## src/rtl/mc_ctrl_if.sv

```systemverilog
// mc_ctrl_if -- bundle between the multicycle MIPS main controller and its datapath.
//
// Signals:
//   op[5:0]      instruction opcode (instr[31:26]) from the instruction register
//   zero         ALU zero flag
//   mem_ready    memory access completes this cycle
//   iord         memory address select: 0 = PC, 1 = ALUOut
//   alu_src_a    ALU A select: 0 = PC, 1 = register A
//   alu_src_b    ALU B select: 00 = B, 01 = 4, 10 = sext imm, 11 = sext imm << 2
//   alu_op       00 = add, 01 = sub, 10 = funct-decoded
//   pc_src       00 = ALU result, 01 = ALUOut, 10 = jump target
//   mem_to_reg   register write data: 0 = ALUOut, 1 = MDR
//   reg_dst      write register: 0 = rt, 1 = rd
//   ir_write, mem_write, reg_write, pc_en   write strobes
//   illegal_op   one-cycle pulse on an unsupported opcode
//   dbg_state    current controller state code
//
// Modports: master = controller side, slave = datapath side.
interface mc_ctrl_if #(
  parameter int ST_W = 4
);
  logic [5:0]      op;
  logic            zero;
  logic            mem_ready;
  logic            iord;
  logic            alu_src_a;
  logic [1:0]      alu_src_b;
  logic [1:0]      alu_op;
  logic [1:0]      pc_src;
  logic            mem_to_reg;
  logic            reg_dst;
  logic            ir_write;
  logic            mem_write;
  logic            reg_write;
  logic            pc_en;
  logic            illegal_op;
  logic [ST_W-1:0] dbg_state;

  modport master (
    input  op, zero, mem_ready,
    output iord, alu_src_a, alu_src_b, alu_op, pc_src, mem_to_reg, reg_dst,
           ir_write, mem_write, reg_write, pc_en, illegal_op, dbg_state
  );

  modport slave (
    output op, zero, mem_ready,
    input  iord, alu_src_a, alu_src_b, alu_op, pc_src, mem_to_reg, reg_dst,
           ir_write, mem_write, reg_write, pc_en, illegal_op, dbg_state
  );
endinterface

```

## src/rtl/mc_main_ctrl.sv

```systemverilog
// mc_main_ctrl -- main control FSM of the 32-bit multicycle MIPS datapath.
//
// Sequences each instruction through fetch/decode/execute/memory/writeback,
// drives every datapath mux select and write strobe, and stalls on mem_ready.
//
// Ports:
//   clk    system clock, rising edge
//   rst_n  asynchronous active-low reset
//   bus    mc_ctrl_if.master: op/zero/mem_ready in, selects/strobes/dbg_state out
//
// Parameters:
//   USE_MEM_READY  1: FETCH/MEMRD/MEMWR wait for mem_ready; 0: never wait
//   ST_W           state register / dbg_state width (must be at least 4)
module mc_main_ctrl #(
  parameter bit USE_MEM_READY = 1'b1,
  parameter int ST_W          = 4
) (
  input  logic      clk,
  input  logic      rst_n,
  mc_ctrl_if.master bus
);

  typedef enum logic [ST_W-1:0] {
    FETCH  = ST_W'(0),
    DECODE = ST_W'(1),
    MEMADR = ST_W'(2),
    MEMRD  = ST_W'(3),
    MEMWB  = ST_W'(4),
    MEMWR  = ST_W'(5),
    EXEC   = ST_W'(6),
    ALUWB  = ST_W'(7),
    BRANCH = ST_W'(8),
    ADDIEX = ST_W'(9),
    ADDIWB = ST_W'(10),
    JUMP   = ST_W'(11)
  } state_t;

  // Purely state-decoded outputs; registered from the next state so they
  // come straight off flops and line up with the state they belong to.
  typedef struct packed {
    logic       iord;
    logic       alu_src_a;
    logic [1:0] alu_src_b;
    logic [1:0] alu_op;
    logic [1:0] pc_src;
    logic       mem_to_reg;
    logic       reg_dst;
    logic       mem_write;
    logic       reg_write;
  } sel_t;

  localparam sel_t SEL_FETCH = '{iord: 1'b0, alu_src_a: 1'b0, alu_src_b: 2'b01,
                                 alu_op: 2'b00, pc_src: 2'b00, mem_to_reg: 1'b0,
                                 reg_dst: 1'b0, mem_write: 1'b0, reg_write: 1'b0};

  function automatic sel_t moore_dec(state_t s);
    sel_t d;
    d = '0;
    case (s)
      FETCH:  d = SEL_FETCH;
      DECODE: d.alu_src_b = 2'b11;               // branch target precompute
      MEMADR: begin d.alu_src_a = 1'b1; d.alu_src_b = 2'b10; end
      MEMRD:  d.iord = 1'b1;
      MEMWB:  begin d.reg_write = 1'b1; d.mem_to_reg = 1'b1; end
      MEMWR:  begin d.iord = 1'b1; d.mem_write = 1'b1; end
      EXEC:   begin d.alu_src_a = 1'b1; d.alu_op = 2'b10; end
      ALUWB:  begin d.reg_write = 1'b1; d.reg_dst = 1'b1; end
      BRANCH: begin d.alu_src_a = 1'b1; d.alu_op = 2'b01; d.pc_src = 2'b01; end
      ADDIEX: begin d.alu_src_a = 1'b1; d.alu_src_b = 2'b10; end
      ADDIWB: d.reg_write = 1'b1;
      JUMP:   d.pc_src = 2'b10;
      default: d = SEL_FETCH;
    endcase
    return d;
  endfunction

  state_t state_reg;
  state_t state_next;
  sel_t   sel_reg;
  logic   is_bne_reg;   // branch flavour, captured while op is still valid
  logic   is_sw_reg;    // load vs store, captured for the MEMADR decision
  logic   mr;
  logic   op_legal;

  assign mr = USE_MEM_READY ? bus.mem_ready : 1'b1;

  always_comb begin
    op_legal   = 1'b1;
    state_next = FETCH;
    case (bus.op)
      6'b100011, 6'b101011,
      6'b000000, 6'b000100,
      6'b000101, 6'b001000,
      6'b000010: op_legal = 1'b1;
      default:   op_legal = 1'b0;
    endcase

    case (state_reg)
      FETCH:  state_next = mr ? DECODE : FETCH;
      DECODE: begin
        case (bus.op)
          6'b100011, 6'b101011: state_next = MEMADR;
          6'b000000:            state_next = EXEC;
          6'b000100, 6'b000101: state_next = BRANCH;
          6'b001000:            state_next = ADDIEX;
          6'b000010:            state_next = JUMP;
          default:              state_next = FETCH;
        endcase
      end
      MEMADR: state_next = is_sw_reg ? MEMWR : MEMRD;
      MEMRD:  state_next = mr ? MEMWB : MEMRD;
      MEMWB:  state_next = FETCH;
      MEMWR:  state_next = mr ? FETCH : MEMWR;
      EXEC:   state_next = ALUWB;
      ALUWB:  state_next = FETCH;
      BRANCH: state_next = FETCH;
      ADDIEX: state_next = ADDIWB;
      ADDIWB: state_next = FETCH;
      JUMP:   state_next = FETCH;
      default: state_next = FETCH;   // codes 12..15 recover to FETCH
    endcase
  end

  always_ff @(posedge clk or negedge rst_n) begin
    if (!rst_n) begin
      state_reg  <= FETCH;
      sel_reg    <= SEL_FETCH;
      is_bne_reg <= 1'b0;
      is_sw_reg  <= 1'b0;
    end else begin
      state_reg <= state_next;
      sel_reg   <= moore_dec(state_next);
      if (state_reg == DECODE) begin
        is_bne_reg <= bus.op[0];   // 000101 vs 000100
        is_sw_reg  <= bus.op[3];   // 101011 vs 100011
      end
    end
  end

  assign bus.iord       = sel_reg.iord;
  assign bus.alu_src_a  = sel_reg.alu_src_a;
  assign bus.alu_src_b  = sel_reg.alu_src_b;
  assign bus.alu_op     = sel_reg.alu_op;
  assign bus.pc_src     = sel_reg.pc_src;
  assign bus.mem_to_reg = sel_reg.mem_to_reg;
  assign bus.reg_dst    = sel_reg.reg_dst;
  assign bus.mem_write  = sel_reg.mem_write;
  assign bus.reg_write  = sel_reg.reg_write;
  assign bus.dbg_state  = state_reg;

  // Input-qualified strobes. The rst_n gate keeps them low while reset is
  // held, since FETCH with mem_ready=1 would otherwise assert ir_write/pc_en.
  assign bus.ir_write   = rst_n && (state_reg == FETCH) && mr;
  assign bus.pc_en      = rst_n && (((state_reg == FETCH) && mr) ||
                                    ((state_reg == BRANCH) && (bus.zero ^ is_bne_reg)) ||
                                    (state_reg == JUMP));
  assign bus.illegal_op = rst_n && (state_reg == DECODE) && !op_legal;

endmodule

```

## src/flat_wrapper.sv

```systemverilog
// flat-port wrapper written by rule: the top's interface ports become plain ports
module mc_main_ctrl_flat 
#(
  parameter bit USE_MEM_READY = 1'b1,
  parameter int ST_W          = 4
)
  (clk, rst_n, bus_op, bus_zero, bus_mem_ready, bus_iord, bus_alu_src_a, bus_alu_src_b, bus_alu_op, bus_pc_src, bus_mem_to_reg, bus_reg_dst, bus_ir_write, bus_mem_write, bus_reg_write, bus_pc_en, bus_illegal_op, bus_dbg_state);
  mc_ctrl_if #(.ST_W(ST_W)) bus_i ();
  input  logic clk;
  input  logic rst_n;
  input wire logic [$bits(bus_i.op)-1:0] bus_op;
  input wire logic [$bits(bus_i.zero)-1:0] bus_zero;
  input wire logic [$bits(bus_i.mem_ready)-1:0] bus_mem_ready;
  output wire logic [$bits(bus_i.iord)-1:0] bus_iord;
  output wire logic [$bits(bus_i.alu_src_a)-1:0] bus_alu_src_a;
  output wire logic [$bits(bus_i.alu_src_b)-1:0] bus_alu_src_b;
  output wire logic [$bits(bus_i.alu_op)-1:0] bus_alu_op;
  output wire logic [$bits(bus_i.pc_src)-1:0] bus_pc_src;
  output wire logic [$bits(bus_i.mem_to_reg)-1:0] bus_mem_to_reg;
  output wire logic [$bits(bus_i.reg_dst)-1:0] bus_reg_dst;
  output wire logic [$bits(bus_i.ir_write)-1:0] bus_ir_write;
  output wire logic [$bits(bus_i.mem_write)-1:0] bus_mem_write;
  output wire logic [$bits(bus_i.reg_write)-1:0] bus_reg_write;
  output wire logic [$bits(bus_i.pc_en)-1:0] bus_pc_en;
  output wire logic [$bits(bus_i.illegal_op)-1:0] bus_illegal_op;
  output wire logic [$bits(bus_i.dbg_state)-1:0] bus_dbg_state;
  assign bus_i.op = bus_op;
  assign bus_i.zero = bus_zero;
  assign bus_i.mem_ready = bus_mem_ready;
  assign bus_iord = bus_i.iord;
  assign bus_alu_src_a = bus_i.alu_src_a;
  assign bus_alu_src_b = bus_i.alu_src_b;
  assign bus_alu_op = bus_i.alu_op;
  assign bus_pc_src = bus_i.pc_src;
  assign bus_mem_to_reg = bus_i.mem_to_reg;
  assign bus_reg_dst = bus_i.reg_dst;
  assign bus_ir_write = bus_i.ir_write;
  assign bus_mem_write = bus_i.mem_write;
  assign bus_reg_write = bus_i.reg_write;
  assign bus_pc_en = bus_i.pc_en;
  assign bus_illegal_op = bus_i.illegal_op;
  assign bus_dbg_state = bus_i.dbg_state;
  mc_main_ctrl #(.USE_MEM_READY(USE_MEM_READY), .ST_W(ST_W)) u_core (.clk(clk), .rst_n(rst_n), .bus(bus_i));
endmodule
```

## config.mk

```make
export PLATFORM = sky130hd
export DESIGN_NAME = mc_main_ctrl_flat
export DESIGN_NICKNAME = d
export VERILOG_FILES = /design/src/rtl/mc_ctrl_if.sv /design/src/rtl/mc_main_ctrl.sv /design/src/flat_wrapper.sv
export SDC_FILE = /design/constraint.sdc
export NUM_CORES = 1
export LEC_CHECK = 0
export ABC_AREA = 1
export ABC_CLOCK_PERIOD_IN_PS = 2300
export BUFFER_PORTS_ARGS = -buffer_cell sky130_fd_sc_hd__buf_4
export CORE_MARGIN = 10
export CORE_UTILIZATION = 50
export CTS_CLUSTER_SIZE = 25
export DETAILED_ROUTE_END_ITERATION = 7
export GPL_ROUTABILITY_DRIVEN = 0
export PLACE_DENSITY = 0.78
export RECOVER_POWER = 50
export SLEW_MARGIN = 20
export SYNTH_ARGS = -nofsm -noshare
export SYNTH_HDL_FRONTEND = slang
export SYNTH_SLANG_ARGS = --single-unit
```

## constraint.sdc

```tcl
create_clock -name clk -period 2.3 [get_ports clk]
set_input_delay 0.46 -clock clk [delete_from_list [all_inputs] [get_ports clk]]
set_output_delay 0.46 -clock clk [all_outputs]
set_load 0.05 [all_outputs]
```

==> results of run 1 <==
==> cell usage in the layout, fill, tap and decap left out, drive strengths merged <==
cell    Yosys  final
a21oi       2      2
buf         0     28
clkbuf      0      4
clkinv      1      1
dfrtp      17     17
dfstp       1      1
inv        19     19
nand2      30     30
nand3      14     14
nand3b      1      1
nand4       1      1
nor2       25     25
nor3        2      2
o21ai       3      3
xnor2       1      1
==> metal layers <==
layer,vias up,share of wire,GRT usage
met5,-,0,0
met2,24,0.51,0.1954
li1,426,-,-
met4,0,0.0049,0.05738
met3,2,0.070,0.03887
met1,370,0.41,0.1190
==> cell type report <==
type | instances | area (sq um) | share of cell area
Multi-Input combinational cell | 79 | 391.6 | 0.3271
Timing Repair Buffer | 28 | 210.2 | 0.1755
Sequential cell | 18 | 451.7 | 0.3772
Tap cell | 25 | 31.28 | 0.02612
Inverter | 20 | 76.32 | 0.06374
Clock buffer | 4 | 36.28 | 0.03030
==> cells by family (layout without fill, tap and decap cells) <==
kind of cell              count (synthesis)  count (layout)  share of synthesized area
xor gates and xnor gates                  1               1                   0.009373
DFF                                      18              18                     0.4833
buffers and inverters                    20              52                    0.08166
and+or+nand+nor                          73              73                     0.3989
AOI/OAI and AO/OA                         5               5                    0.02677
==> worst reg2reg max path, stage by stage, from the launching register on <==
cell and delay, ns:
sky130_fd_sc_hd__dfrtp_1 0.49, sky130_fd_sc_hd__inv_1 0.07, sky130_fd_sc_hd__nor2_1 0.22, sky130_fd_sc_hd__nand2_1 0.18, sky130_fd_sc_hd__nand2_1 0.11, sky130_fd_sc_hd__nor2_1 0.05, sky130_fd_sc_hd__nand2_1 0.14, sky130_fd_sc_hd__nor2_1 0.08
sky130_fd_sc_hd__nand2_1 0.07, sky130_fd_sc_hd__nand2_1 0.05
==> power groups by stage <==
stage	sequential, mW	clock [mW]	combinational (mW)
3_5_place_dp	0.449	0	0.701
3_3_place_gp	0.447	0	0.693
4_1_cts	0.443	0.199	0.704
2_1_floorplan	0.623	0	0.340
6_report	0.441	0.194	0.684
5_1_grt	0.451	0.214	0.750
==> worst paths after layout <==
check / end / slack [ns] / cells after the start
setup / recovery: bus_illegal_op / 0.32 / 6
hold / removal: u_core.bus.mem_to_reg$_DFF_PN0_ / 0.01 / 1
setup reg to reg: u_core.bus.alu_src_b[1]$_DFF_PN0_ / 0.75 / 9
hold reg to reg: u_core.is_bne_reg$_DFFE_PN0P_ / 0.53 / 2
max in group asynchronous: u_core.bus.alu_src_b[0]$_DFF_PN1_ / 2.01 / 1
min in group clk: u_core.is_sw_reg$_DFFE_PN0P_ / 0.45 / 3
==> through the flow <==
step                      total power, mW  area, sq um  std cells    util
after floorplan                    0.9623        934.6        117       -
after global placement              1.140         1176        170  0.6738
after detailed placement            1.150         1176        170  0.6738
after CTS                           1.346         1212        174  0.6946
after global routing                1.415         1197        174  0.6860
final                               1.319         1197        174  0.6860
==> qor.yml, run 1 <==
status: "finished clean"
drive_gt1_frac: 0.3154
detailed_router_iteration_count_before_antenna_repair: 4
num_rows: 15
place.detailed.hpwl_um: 1654
grt_max_degree: 21
clockRootBuffer: "sky130_fd_sc_hd__clkbuf_4"
net_count_of_the_finished_layout: 160
critical-path-slowest-cell: "sky130_fd_sc_hd__dfrtp_1"
clock.fmax_mhz: 504.6
peakVddDrop_mv: 0.6697
synthTopCellsByArea: "sky130_fd_sc_hd__dfrtp_1, sky130_fd_sc_hd__nand2_1, sky130_fd_sc_hd__inv_1, sky130_fd_sc_hd__nor2_1, sky130_fd_sc_hd__nand3_1"
post_cts.repair.setup_buffers: 0
seq_area_frac_synth: 0.4833
gr-usage-all-layers: 0.1132
timing.hold.ws_ns: 0.01138
number_of_synthesized_flops_with_an_enable_pin: 0
async_reset_ff_frac: 1.000
max_reg_flops: 4
combPwrFrac: 0.519
p_per_cell_area_nw_per_um2: 1101
global_route_wire_length_before_repair_um: 3753
cts_resized: 0
drt-wirelength-per-cell_um: 11.75
maxSlewHeadroom: 0.8288
period_minus_slack_ns: 1.982
timing.clock.skew_ns: 0.01158
die_area_sq_um: 3999
clkTransAtPathRegs_ns: 0.11
clock_power_share: 0.147
crit_fanout: 6
ioPinCount: 29
syn-instance-count: 117
fin_crit_sh: 0.8617
start_kind: "flip-flop"
htreeDepth: 1
max_cap_viol_count: 0
yosysMostFrequentCell: "sky130_fd_sc_hd__nand2_1"
flow.area_growth_from_synthesis_pct: 28.11
route.detailed.vias_per_inst: 4.724
num_vias: 822
report.final.hold_viol_count: 0
clk_latency_ns: 0.30
timing.final.setup_violations: 0
clock_tree_from_tritoncts: "built"
die_w_um: 63.24
category_of_the_worst_setup_path_capture_point: "primary output"
post_synth_num_cell_types: 19
grt_overflow: 0
arrival_ns: 1.52
post_detailed_routing_wire_length_um: 2045
switching_power_mw: 0.6337
timing.critical_path.buf_inv: 2
detailedRoute.firstIterationViolations: 13
cts_buffers: 3
synth_warnings: 0
final-max-slew-violation-count: 0
detail_route_antenna_nets: 0
internal_power_mw: 0.6850
synth.cell_area_sq_um: 934.6
yosys-top-cells-count: "sky130_fd_sc_hd__nand2_1, sky130_fd_sc_hd__dfrtp_1, sky130_fd_sc_hd__inv_1, sky130_fd_sc_hd__nor2_1, sky130_fd_sc_hd__nand3_1"
die_height_um: 63.24
filler_cells_inserted: 161
timing.critical_path.max_delay_family: "simple AND/OR/NAND/NOR gates"
power.sequential.fraction: 0.334
cp_slowest_stage_delay_ns: 0.44
cp_cell_sequence: "nor2_4, nand2_4, clkinv_2, nand4_1, nor2_1, buf_4"
worst_slew_pin_slew_ns: 0.2559
setup.worst_path.class: "reg -> out"
antennaDiodeCount: 0
initial_core_util: 0.5355
core_area_sq_um: 1745
antenna_found_initial: 0
ctsLongestPathBuffers: 2
synth_largest_area_cell: "sky130_fd_sc_hd__dfrtp_1"
critPathRequiredTime_ns: 1.84
first_global_vias: 808
unrepaired_setup_endpoints_after_global_routing: "false"
portBuffers: 28
cts-hold-fix-buffers: 0
placement.setup.worst_slack_ns: 0.5285
setup_tns_ns: 0
regToRegStartpoint: "u_core.bus.dbg_state[1]$_DFF_PN0_"
hold_class: "in -> async"
setup.worst_path.start: "u_core.bus.dbg_state[2]$_DFF_PN0_"
synth_top_area_frac: 0.4552
synthesis.area_per_instance_sq_um: 7.988
synthesis.nets: 127
synth_flop_cell: "sky130_fd_sc_hd__dfrtp_1"
timing.final.ws_setup_ns: 0.3182
remaining_drc_errors: 0
leakagePower_nw: 0.7229
power.share.switching: 0.4806
postSynthRegisterBits: 18
tritoncts_num_sinks: 18
(Power assumes the default switching activity.)
==> run 2: changes to the inputs <==
- CORE_UTILIZATION: 50 -> 53
- HOLD_SLACK_MARGIN: default -> 0.1
- PLACE_DENSITY: 0.78 -> 0.82
==> qor.yml, run 2 (synthesis gave the netlist of run 1 again) <==
ctsLongestPathBuffers: 2
reg2reg_setup_slack_ns: 0.72
detail_route_antenna_nets: 0
first_global_vias: 864
timing.final.setup_violations: 0
period_minus_slack_ns: 2.136
num_rows: 15
clkTransAtPathRegs_ns: 0.10
worst_slew_pin_slew_ns: 0.2511
htreeDepth: 1
clock_tree_from_tritoncts: "built"
finalPower_mw: 1.314
die_area_sq_um: 3843
final-max-slew-violation-count: 0
post_cts.repair.setup_buffers: 0
antenna_found_initial: 0
cp_slowest_stage_delay_ns: 0.53
regToRegStartpoint: "u_core.bus.dbg_state[0]$_DFF_PN0_"
layout_commonest_cell: "sky130_fd_sc_hd__buf_4"
clockRootBuffer: "sky130_fd_sc_hd__clkbuf_4"
cts_buffers: 3
portBuffers: 28
setup_tns_ns: 0
remaining_drc_errors: 0
hold_class: "in -> reg"
drive_gt1_frac: 0.3133
detailed_router_iteration_count_before_antenna_repair: 4
maxSlewHeadroom: 0.8320
num_vias: 835
grt_max_degree: 21
post_detailed_routing_wire_length_um: 2108
leakagePower_nw: 0.7206
max_reg_flops: 4
detailedRoute.firstIterationViolations: 22
peakVddDrop_mv: 0.6096
drt-wirelength-per-cell_um: 12.05
route.detailed.vias_per_inst: 4.771
start_kind: "input port"
max_cap_viol_count: 0
die_w_um: 62.00
most-common-layout-cells: "sky130_fd_sc_hd__buf_4, sky130_fd_sc_hd__nand2_1, sky130_fd_sc_hd__nor2_1"
arrival_ns: 1.68
min_path_cells: 3
setup.worst_path.class: "in -> out"
gr-usage-all-layers: 0.1229
status: "finished clean"
timing.clock.skew_ns: 0.003457
core_area_sq_um: 1708
global_route_wire_length_before_repair_um: 3622
net_count_of_the_finished_layout: 161
initial_core_util: 0.5473
place.detailed.hpwl_um: 1697
report.final.hold_viol_count: 0
worst_path_most_repeated_cell: "sky130_fd_sc_hd__buf_4"
ioPinCount: 29
crit_fanout: 20
critPathRequiredTime_ns: 1.84
antennaDiodeCount: 0
worst_r2r_dst: "u_core.bus.iord$_DFF_PN0_"
worst_hold_path.endpoint: "u_core.bus.mem_to_reg$_DFF_PN0_"
critical-path-slowest-cell: "sky130_fd_sc_hd__dlygate4sd3_1"
category_of_the_worst_setup_path_capture_point: "primary output"
clock.fmax_mhz: 468.2
worst_hold_startpoint: "bus_mem_ready"
clk_latency_ns: 0.29
die_height_um: 62.00
p_per_cell_area_nw_per_um2: 1091
cp_cell_sequence: "dlygate4sd3_1, buf_4, nand4_1, nor2_1, buf_4"
number_of_cells_traversed_by_the_worst_register_to_register_path: 9
grt_overflow: 0
unrepaired_setup_endpoints_after_global_routing: "false"
flow.area_growth_from_synthesis_pct: 28.92
tritoncts_num_sinks: 18
fin_crit_sh: 0.9286
-- run 2: report_power, final --
group          total (mW)  internal (mW)  switching (mW)
Sequential          0.445          0.388          0.0572
Clock               0.193         0.0964          0.0970
Combinational       0.676          0.199           0.477
-- run 2: final cells by class --
type,instances,area [sq um]
Clock buffer,4,36.28
Multi-Input combinational cell,79,389.1
Inverter,20,76.32
Timing Repair Buffer,29,220.2
Fill cell,140,503.0
Tap cell,25,31.28
Sequential cell,18,451.7
-- run 2: critical path, delay by kind of cell --
family | cells | cell delay [ns]
buffers and inverters | 3 | 0.99
and+or+nand+nor | 2 | 0.22
-- run 2: worst max-delay path by stage --
stage	startpoint	end	slack [ns]	depth (start not counted)
after floorplan	u_core.bus.dbg_state[3]$_DFF_PN0_	bus_pc_en	0.03	4
after global placement	bus_op[5]	bus_illegal_op	0.58	6
after detailed placement	bus_op[5]	bus_illegal_op	0.52	6
after CTS	rst_n	bus_illegal_op	0.15	5
after global routing	rst_n	bus_pc_en	0.03	5
final	rst_n	bus_illegal_op	0.16	5
-- run 2: repair_timing --
action,in CTS,in global routing
hold endpoints to repair,17,0
setup endpoints to repair,0,0
hold buffers,1,0
gates resized for setup,0,0
-- run 2: metrics by stage --
step	area [sq um]	setup WS, ns	hold WS, ns	cells	util
2_1_floorplan	934.6	0.03056	0.1644	117	-
3_3_place_gp	1176	0.5758	0.3423	170	0.6886
3_5_place_dp	1176	0.5200	0.3443	170	0.6886
4_1_cts	1222	0.1451	0.4578	175	0.7158
5_1_grt	1205	0.02974	0.4824	175	0.7055
6_report	1205	0.1642	0.4676	175	0.7055
-- run 2: layer usage --
| layer | wire (um) | GRT usage | up-vias |
|---|---|---|---|
| met3 | 171 | 0.02439 | 2 |
| met4 | 6 | 0.06051 | 0 |
| li1 | - | - | 427 |
| met5 | 0 | 0 | - |
| met2 | 1058 | 0.2266 | 28 |
| met1 | 871 | 0.1287 | 378 |
